--- config.mk ---
export PLATFORM = sky130hd
export DESIGN_NAME = dmem_arb
export DESIGN_NICKNAME = d
export VERILOG_FILES = /design/src/rtl/swt16_pkg.sv /design/src/rtl/dmem_arb.sv
export SDC_FILE = /design/constraint.sdc
export NUM_CORES = 1
export LEC_CHECK = 0
export CAP_MARGIN = 25
export CORE_UTILIZATION = 20
export CTS_CLUSTER_SIZE = 12
export DETAILED_ROUTE_END_ITERATION = 16
export PLACE_DENSITY = 0.82
export REMOVE_ABC_BUFFERS = 1
export SLEW_MARGIN = 5
export SYNTH_ARGS = -nofsm -noshare
export SYNTH_HDL_FRONTEND = slang
export SYNTH_SLANG_ARGS = --single-unit
--- constraint.sdc ---
create_clock -name clock -period 1.5 [get_ports clock]
set_clock_uncertainty 0.05 [all_clocks]
set_input_delay 0.15 -clock clock [delete_from_list [all_inputs] [get_ports clock]]
set_output_delay 0.15 -clock clock [all_outputs]
set_load 0.01 [all_outputs]
--- src/rtl/swt16_pkg.sv ---
// Shared swt16 definitions: DMEM arbiter state encoding and default bus widths.
package swt16_pkg;

    typedef enum logic {
        ARB_CORE = 1'b0,
        ARB_EXT  = 1'b1
    } arb_state_t;

    localparam int DMEM_ADDR_WIDTH_DEF = 12;
    localparam int DMEM_WORD_WIDTH_DEF = 16;
    localparam int MAX_WAIT_DEF        = 4;
    localparam int EXT_BURST_DEF       = 2;
    localparam int WAIT_WIDTH_DEF      = 3;

endpackage

--- src/rtl/dmem_arb.sv ---
// Data-memory arbiter: the core's MEM stage has priority, and a starved external
// port (loader/debug) is given a bounded burst of forced grants.
module dmem_arb
    import swt16_pkg::*;
#(
    parameter int DMEM_ADDR_WIDTH = DMEM_ADDR_WIDTH_DEF,
    parameter int DMEM_WORD_WIDTH = DMEM_WORD_WIDTH_DEF,
    parameter int MAX_WAIT        = MAX_WAIT_DEF,
    parameter int EXT_BURST       = EXT_BURST_DEF,
    parameter int WAIT_WIDTH      = WAIT_WIDTH_DEF
) (
    input  logic                       clock,
    input  logic                       reset,
    input  logic                       core_rd_en,
    input  logic                       core_wr_en,
    input  logic [DMEM_ADDR_WIDTH-1:0] core_rd_addr,
    input  logic [DMEM_ADDR_WIDTH-1:0] core_wr_addr,
    input  logic [DMEM_WORD_WIDTH-1:0] core_wr_word,
    output logic                       core_stall,
    input  logic                       ext_req,
    input  logic                       ext_we,
    input  logic [DMEM_ADDR_WIDTH-1:0] ext_addr,
    input  logic [DMEM_WORD_WIDTH-1:0] ext_wdata,
    output logic                       ext_gnt,
    output logic                       ext_rvalid,
    output logic [DMEM_WORD_WIDTH-1:0] ext_rdata,
    output logic [DMEM_ADDR_WIDTH-1:0] mem_rd_addr,
    output logic [DMEM_ADDR_WIDTH-1:0] mem_wr_addr,
    output logic [DMEM_WORD_WIDTH-1:0] mem_wr_word,
    output logic                       mem_write_en,
    input  logic [DMEM_WORD_WIDTH-1:0] mem_rd_word
);

    localparam int BURST_WIDTH = $clog2(EXT_BURST + 1);
    localparam logic [WAIT_WIDTH-1:0]  WAIT_MAX  = WAIT_WIDTH'(MAX_WAIT);
    localparam logic [BURST_WIDTH-1:0] BURST_MAX = BURST_WIDTH'(EXT_BURST);

    arb_state_t              state_q, state_d;
    logic [WAIT_WIDTH-1:0]   wait_q, wait_d;
    logic [BURST_WIDTH-1:0]  burst_q, burst_d;
    logic [BURST_WIDTH-1:0]  burst_inc;
    logic                    core_active;
    logic                    core_served;
    logic                    rd_vld_p1;

    assign core_active = core_rd_en | core_wr_en;
    assign burst_inc   = burst_q + 1'b1;
    // Grants are gated by reset so every output is quiet while it is held.
    assign core_served = reset & core_active & ~ext_gnt;

    always_comb begin
        state_d    = state_q;
        wait_d     = wait_q;
        burst_d    = burst_q;
        ext_gnt    = 1'b0;
        core_stall = 1'b0;
        if (reset && ext_req) begin
            case (state_q)
                ARB_CORE: begin
                    if (wait_q >= WAIT_MAX) begin
                        ext_gnt    = 1'b1;
                        core_stall = core_active;
                        wait_d     = '0;
                        burst_d    = BURST_WIDTH'(1);
                        state_d    = (EXT_BURST > 1) ? ARB_EXT : ARB_CORE;
                    end else if (!core_active) begin
                        ext_gnt = 1'b1;
                        wait_d  = '0;
                    end else begin
                        wait_d = wait_q + 1'b1;
                    end
                end
                ARB_EXT: begin
                    ext_gnt    = 1'b1;
                    core_stall = core_active;
                    wait_d     = '0;
                    burst_d    = burst_inc;
                    if (burst_inc >= BURST_MAX) begin
                        state_d = ARB_CORE;
                    end
                end
            endcase
        end else begin
            wait_d = '0;
            if (state_q == ARB_EXT) begin
                state_d = ARB_CORE;
            end
        end
    end

    always_comb begin
        mem_rd_addr  = '0;
        mem_wr_addr  = '0;
        mem_wr_word  = '0;
        mem_write_en = 1'b0;
        if (ext_gnt) begin
            mem_rd_addr  = ext_addr;
            mem_wr_addr  = ext_addr;
            mem_wr_word  = ext_wdata;
            mem_write_en = ext_we;
        end else if (core_served) begin
            mem_rd_addr  = core_rd_addr;
            mem_wr_addr  = core_wr_addr;
            mem_wr_word  = core_wr_word;
            mem_write_en = core_wr_en;
        end
    end

    // p0 -> p1: DMEM answers one cycle after the address, so the read-valid follows it.
    always_ff @(posedge clock or negedge reset) begin
        if (!reset) begin
            state_q   <= ARB_CORE;
            wait_q    <= '0;
            burst_q   <= '0;
            rd_vld_p1 <= 1'b0;
        end else begin
            state_q   <= state_d;
            wait_q    <= wait_d;
            burst_q   <= burst_d;
            rd_vld_p1 <= ext_gnt & ~ext_we;
        end
    end

    assign ext_rvalid = rd_vld_p1;
    assign ext_rdata  = rd_vld_p1 ? mem_rd_word : '0;

endmodule

### Word-level counts from Yosys, hierarchy flattened

Index checks and enable logic that the tools add are counted.

| cells by class | value |
|---|---|
| order comparisons | 2 |
| $add $sub $neg | 2 |
| bitwise gates (word level) | 7 |
| reduce and logical (&&, ||, !) cells | 2 |
| muxes and demuxes | 26 |
| equal/unequal tests | 1 |

Operators by type and width:

| kind | count |
|---|---|
| 12-bit two-way mux | 4 |
| 16-bit two-way mux | 3 |
| 1-bit two-way mux | 10 |
| 3-bit two-way mux | 3 |
| 1-bit one-hot mux with 2 select lines | 3 |
| 3-bit one-hot mux with 2 select lines | 1 |
| 2-bit one-hot mux with 2 select lines | 1 |
| 3-bit by 1-bit adder with 3-bit output, second input constant | 1 |
| 1-bit AND | 3 |
| 3-bit >= comparator, second input constant | 1 |
| 1-bit inverter | 3 |
| 2-bit by 1-bit adder with 2-bit output, second input constant | 1 |
| 2-bit >= comparator, second input constant | 1 |
| 2-bit two-way mux | 1 |
| 2-bit != test, second input constant | 1 |
| 2-bit AND reduction | 1 |
| 1-bit logical AND | 1 |
| 1-bit OR | 1 |

| storage, ports and cells | value |
|---|---|
| register bits | 7 |
| output and inout bits | 60 |
| bits of input ports | 90 |

### Logic depth before layout (Yosys ltp)

| logic depth | value |
|---|---|
| word-level depth | 9 |
| gate-level depth with buffers | 6 |
| gate-level depth less buffers | 3 |

### Worst setup path before layout

No wires, ideal clock.

| timing | value |
|---|---|
| path kind | register to output |
| from | register state_q |
| to | output mem_wr_addr[0] |
| arrival time | 1.342 ns |
| required time | 1.300 ns |
| slack | -0.042 ns |
| stages on the path, launching flop included | 6 |
| path buffers | 3 |
| cells stage by stage | dfrtp_1 > buf_6 > o311a_1 > buf_6 > buf_6 > a22o_1 |

| between the ends | value |
|---|---|
| word-level cells in the longest chain between the ends | 7 |

RTL lines:

| what | RTL line | source |
|---|---|---|
| start, declared | dmem_arb.sv:38 | `arb_state_t state_q, state_d;` |
| start signal, assigned | dmem_arb.sv:117 | `state_q <= state_d;` |
| 1-bit inverter | n/a |  |
| 1-bit one-hot mux with 2 select lines * | dmem_arb.sv:58 | `case (state_q)` |
| 1-bit two-way mux * | dmem_arb.sv:57 | `if (reset && ext_req) begin` |
| net ext_gnt | dmem_arb.sv:24 | `output logic ext_gnt,` |
| 1-bit inverter | dmem_arb.sv:49 | `assign core_served = reset & core_active & ~ext_gnt;` |
| 1-bit AND | dmem_arb.sv:49 |  |
| 12-bit two-way mux | dmem_arb.sv:101 | `end else if (core_served) begin` |
| 12-bit two-way mux * | dmem_arb.sv:96 | `if (ext_gnt) begin` |
| end, declared | dmem_arb.sv:28 | `output logic [DMEM_ADDR_WIDTH-1:0] mem_wr_addr,` |

Mark *: on every way through the listed nets, which the timed path passes. The rest lies on a longest branch.

### Final worst setup path

| timing | value |
|---|---|
| from | register wait_q[2] |
| to | output mem_wr_word[10] |

| between the ends | value |
|---|---|
| word-level cells in the longest chain between the ends | 8 |

RTL lines:

| what | RTL line | source |
|---|---|---|
| start, declared | dmem_arb.sv:39 | `logic [WAIT_WIDTH-1:0] wait_q, wait_d;` |
| start signal, assigned | dmem_arb.sv:118 | `wait_q <= wait_d;` |
| 3-bit >= comparator * | dmem_arb.sv:60 | `if (wait_q >= WAIT_MAX) begin` |
| 1-bit two-way mux * | dmem_arb.sv:60 |  |
| 1-bit one-hot mux with 2 select lines * | dmem_arb.sv:58 |  |
| 1-bit two-way mux * | dmem_arb.sv:57 |  |
| 1-bit inverter | dmem_arb.sv:49 |  |
| 1-bit AND | dmem_arb.sv:49 |  |
| 16-bit two-way mux | dmem_arb.sv:101 |  |
| 16-bit two-way mux * | dmem_arb.sv:96 |  |
| end, declared | dmem_arb.sv:29 | `output logic [DMEM_WORD_WIDTH-1:0] mem_wr_word,` |

Mark *: on every way between the ends. The rest lies on a longest branch, timed or not.

==> flow_summary.ini <==
[flow_run]
drv_cap = 0

[pwr]
p_leak_uw = 0.001214
powerDensity_nw_per_um2 = 414.6
ir_worst_vdd_uv = 214.6

[die]
fp.dieArea_um2 = 4809
row_count = 24
core_um2 = 4354
die_height_um = 69.35
ios = 150
start_util_pct = 20.83
die_w_um = 69.35

[clock_tree]
holdBufCountCts = 0
clk_path_buf_depth = 2
cts_tree = yes
numCtsBuffers = 3
clock_sinks = 7
cts_root_buf = clkbuf_8
clk_pin_slew_worst_paths_ns = 0.04
htree_num_levels = 1
clk_latency_ns = 0.23

[worst_setup_path]
max_stage_delay_ns = 0.43
critical-path-slowest-cell = o311a_4
crit_arrival_ns = 1.60
cp_cell_sequence = o311a_4, buf_12, a22o_1, clkbuf_2
crit_fanout = 22
startpoint_type = flop
worstSetupPathType = flop to primary output
end_kind = primary output
required_ns = 1.30

[timing]
slew_headroom_pct = 84.70
hold_viol = 0
fmax_mhz = 555.5
rsz0062_at_grt = true
fin_crit_sh_pct = 120.0
setup_viol = 42
tightest_slew_ns = 0.2274
min_period_ns = 1.800
slew_violations = 0
layout_setup_ws_ns = -0.3001

[grt]
grt_pass1_vias = 1374
grt_pass1_wl_mm = 7.079
overflow = 0
grt_max_degree = 42
antenna_found_initial = 0
grt_usage_pct = 18.10

[finish]
final_core_util_pct = 54.63
drive_gt1_share_pct = 24.90
synthToLayoutAreaGrowth_pct = 162.2
num-nets-final = 350
antenna_cells = 0

[synth]
syn_avg_cell_area_um2 = 9.071
synth.area.mux_share_pct = 2.207
synth-xor-area-share_pct = 0.9655
synth-adder-area-share_pct = 2.759
synth-warning-count = 0
synth_top_family_by_area = compound AO/OA/AOI/OAI gates
ys_types = 20
ys_seq_elements = 7
synth-simple-area-share_pct = 18.34
synthCells = 100
ys_seq_area_share_pct = 19.31
synth_area_um2 = 907.1
synth-compound-area-share_pct = 44.00

[status]
violations = negative setup slack
status = finished with violations

[placement]
portBuffers = 149
post-place-ws_ns = -0.6748
gp_congestion = 0.7259
dpl.hpwl_mm = 3.435

[detailed_routing]
initialDrtViolationCount = 57
vias = 1442
ant_nets = 0
routed_wl_mm = 4.455
vias_per_cell = 4.667
drc = 0
post_drt_wl_per_cell_um = 14.42
dr.pass1.iters = 4

[hold_path]
worstHoldPathType = input port to asynchronous set/reset pin
critical path: cells and delay by family, from the launching register on:
kind / cells / cell delay [ns]
DFF: 1 / 0.40
buffers and inverters: 2 / 0.30
AOI/OAI and AO/OA: 2 / 0.68
kinds of logic after synthesis:
group	Yosys count
mux	2
fa+ha+maj	2
xor+xnor	1
simple gates	28
flops	7
buf+inv	14
compound gates	46
state kept, by name, summed over array words and instances, names as in the netlist:
name and flops:
wait_q 3, burst_q 2, ext_rvalid 1, state_q 1
per-stage QoR:
| stage | setup TNS (ns) | hold WS [ns] | total power, µW | cells | area, µm² |
|---|---|---|---|---|---|
| floorplan | -15.68 | -0.1956 | 343.5 | 88 | 802.0 |
| global placement | -26.83 | 0.4907 | 772.7 | 302 | 2494 |
| detailed placement | -28.19 | 0.4982 | 779.8 | 302 | 2494 |
| CTS | -11.93 | 0.3709 | 986.7 | 309 | 2371 |
| global route | -13.62 | 0.03543 | 1037 | 309 | 2379 |
| finish | -11.57 | 0.003753 | 986.1 | 309 | 2379 |
repair_timing:
| item | in CTS | in global routing |
|---|---|---|
| buffers inserted | 2 | 0 |
| gates cloned | 1 | 0 |
| pin swaps | 2 | 2 |
| setup endpoints to repair | 59 | 47 |
| resized for setup | 190 | 6 |
layer usage:
layer  global-route usage [%]  routed length, µm  up-vias
li1                         -                  -      700
met1                    20.64               1750      661
met2                    35.06               2380       79
met3                    3.198                316        2
met4                    2.948                  8        0
met5                        0                  0        -
placed cells by master, fill, tap and decap left out, types with 2 or more instances in the layout:
cell             netlist  layout
ha_1                   2       2
dlymetal6s2s_1         0       2
mux2i_1                2       2
clkdlybuf4s50_1        0      86
buf_12                 0       3
and2_1                19      19
nor2_1                 3       2
clkbuf_8               0       3
nor2b_1                2       2
buf_4                  4      11
buf_6                  6       3
dfrtp_1                7       7
a22o_1                42      42
buf_2                  0      39
inv_1                  2       2
clkbuf_2               0       2
dlygate4sd2_1          0      18
worst paths after layout:
path	slack, ns	start	cells past startpoint	endpoint
max	-0.30	wait_q[2]$_DFF_PN0_	4	mem_wr_word[10]
min	0.004	reset	3	burst_q[0]$_DFFE_PN0P_
max reg2reg	0.09	state_q$_DFF_PN0_	6	burst_q[0]$_DFFE_PN0P_
min reg2reg	0.52	wait_q[0]$_DFF_PN0_	2	wait_q[0]$_DFF_PN0_
max in group asynchronous	1.26	reset	3	ext_rvalid$_DFF_PN0_
min in group clock	0.35	ext_req	3	burst_q[0]$_DFFE_PN0P_
synth_stat cells, drive strengths merged:
| cell type | number | area share, % |
|---|---|---|
| a22o | 42 | 41 |
| a41oi | 1 | 0.97 |
| and2 | 19 | 13 |
| and3b | 1 | 0.97 |
| buf | 10 | 11 |
| clkbuf | 2 | 0.83 |
| dfrtp | 7 | 19 |
| ha | 2 | 2.8 |
| inv | 2 | 0.83 |
| mux2i | 2 | 2.2 |
| nand2 | 1 | 0.41 |
| nand3 | 1 | 0.55 |
| nor2 | 3 | 1.2 |
| nor2b | 2 | 1.4 |
| nor4 | 1 | 0.69 |
| o211ai | 1 | 0.83 |
| o21ai | 1 | 0.55 |
| o311a | 1 | 1.1 |
| xnor2 | 1 | 0.97 |
power breakdown:
group	switching [µW]	total [µW]	internal, µW
clock network	86.6	271	184
registers	3.62	197	193
logic	177	518	341
cell type report:
cell class / count / area (µm²)
multi-input cells: 79 / 633.1
repair buffers: 165 / 1453
flip-flops and latches: 7 / 175.2
clock buffers: 4 / 45.04
inverters: 2 / 7.507
fillers: 403 / 1976
well taps: 52 / 65.06
No activity file was read; power rests on OpenSTA's default activity.
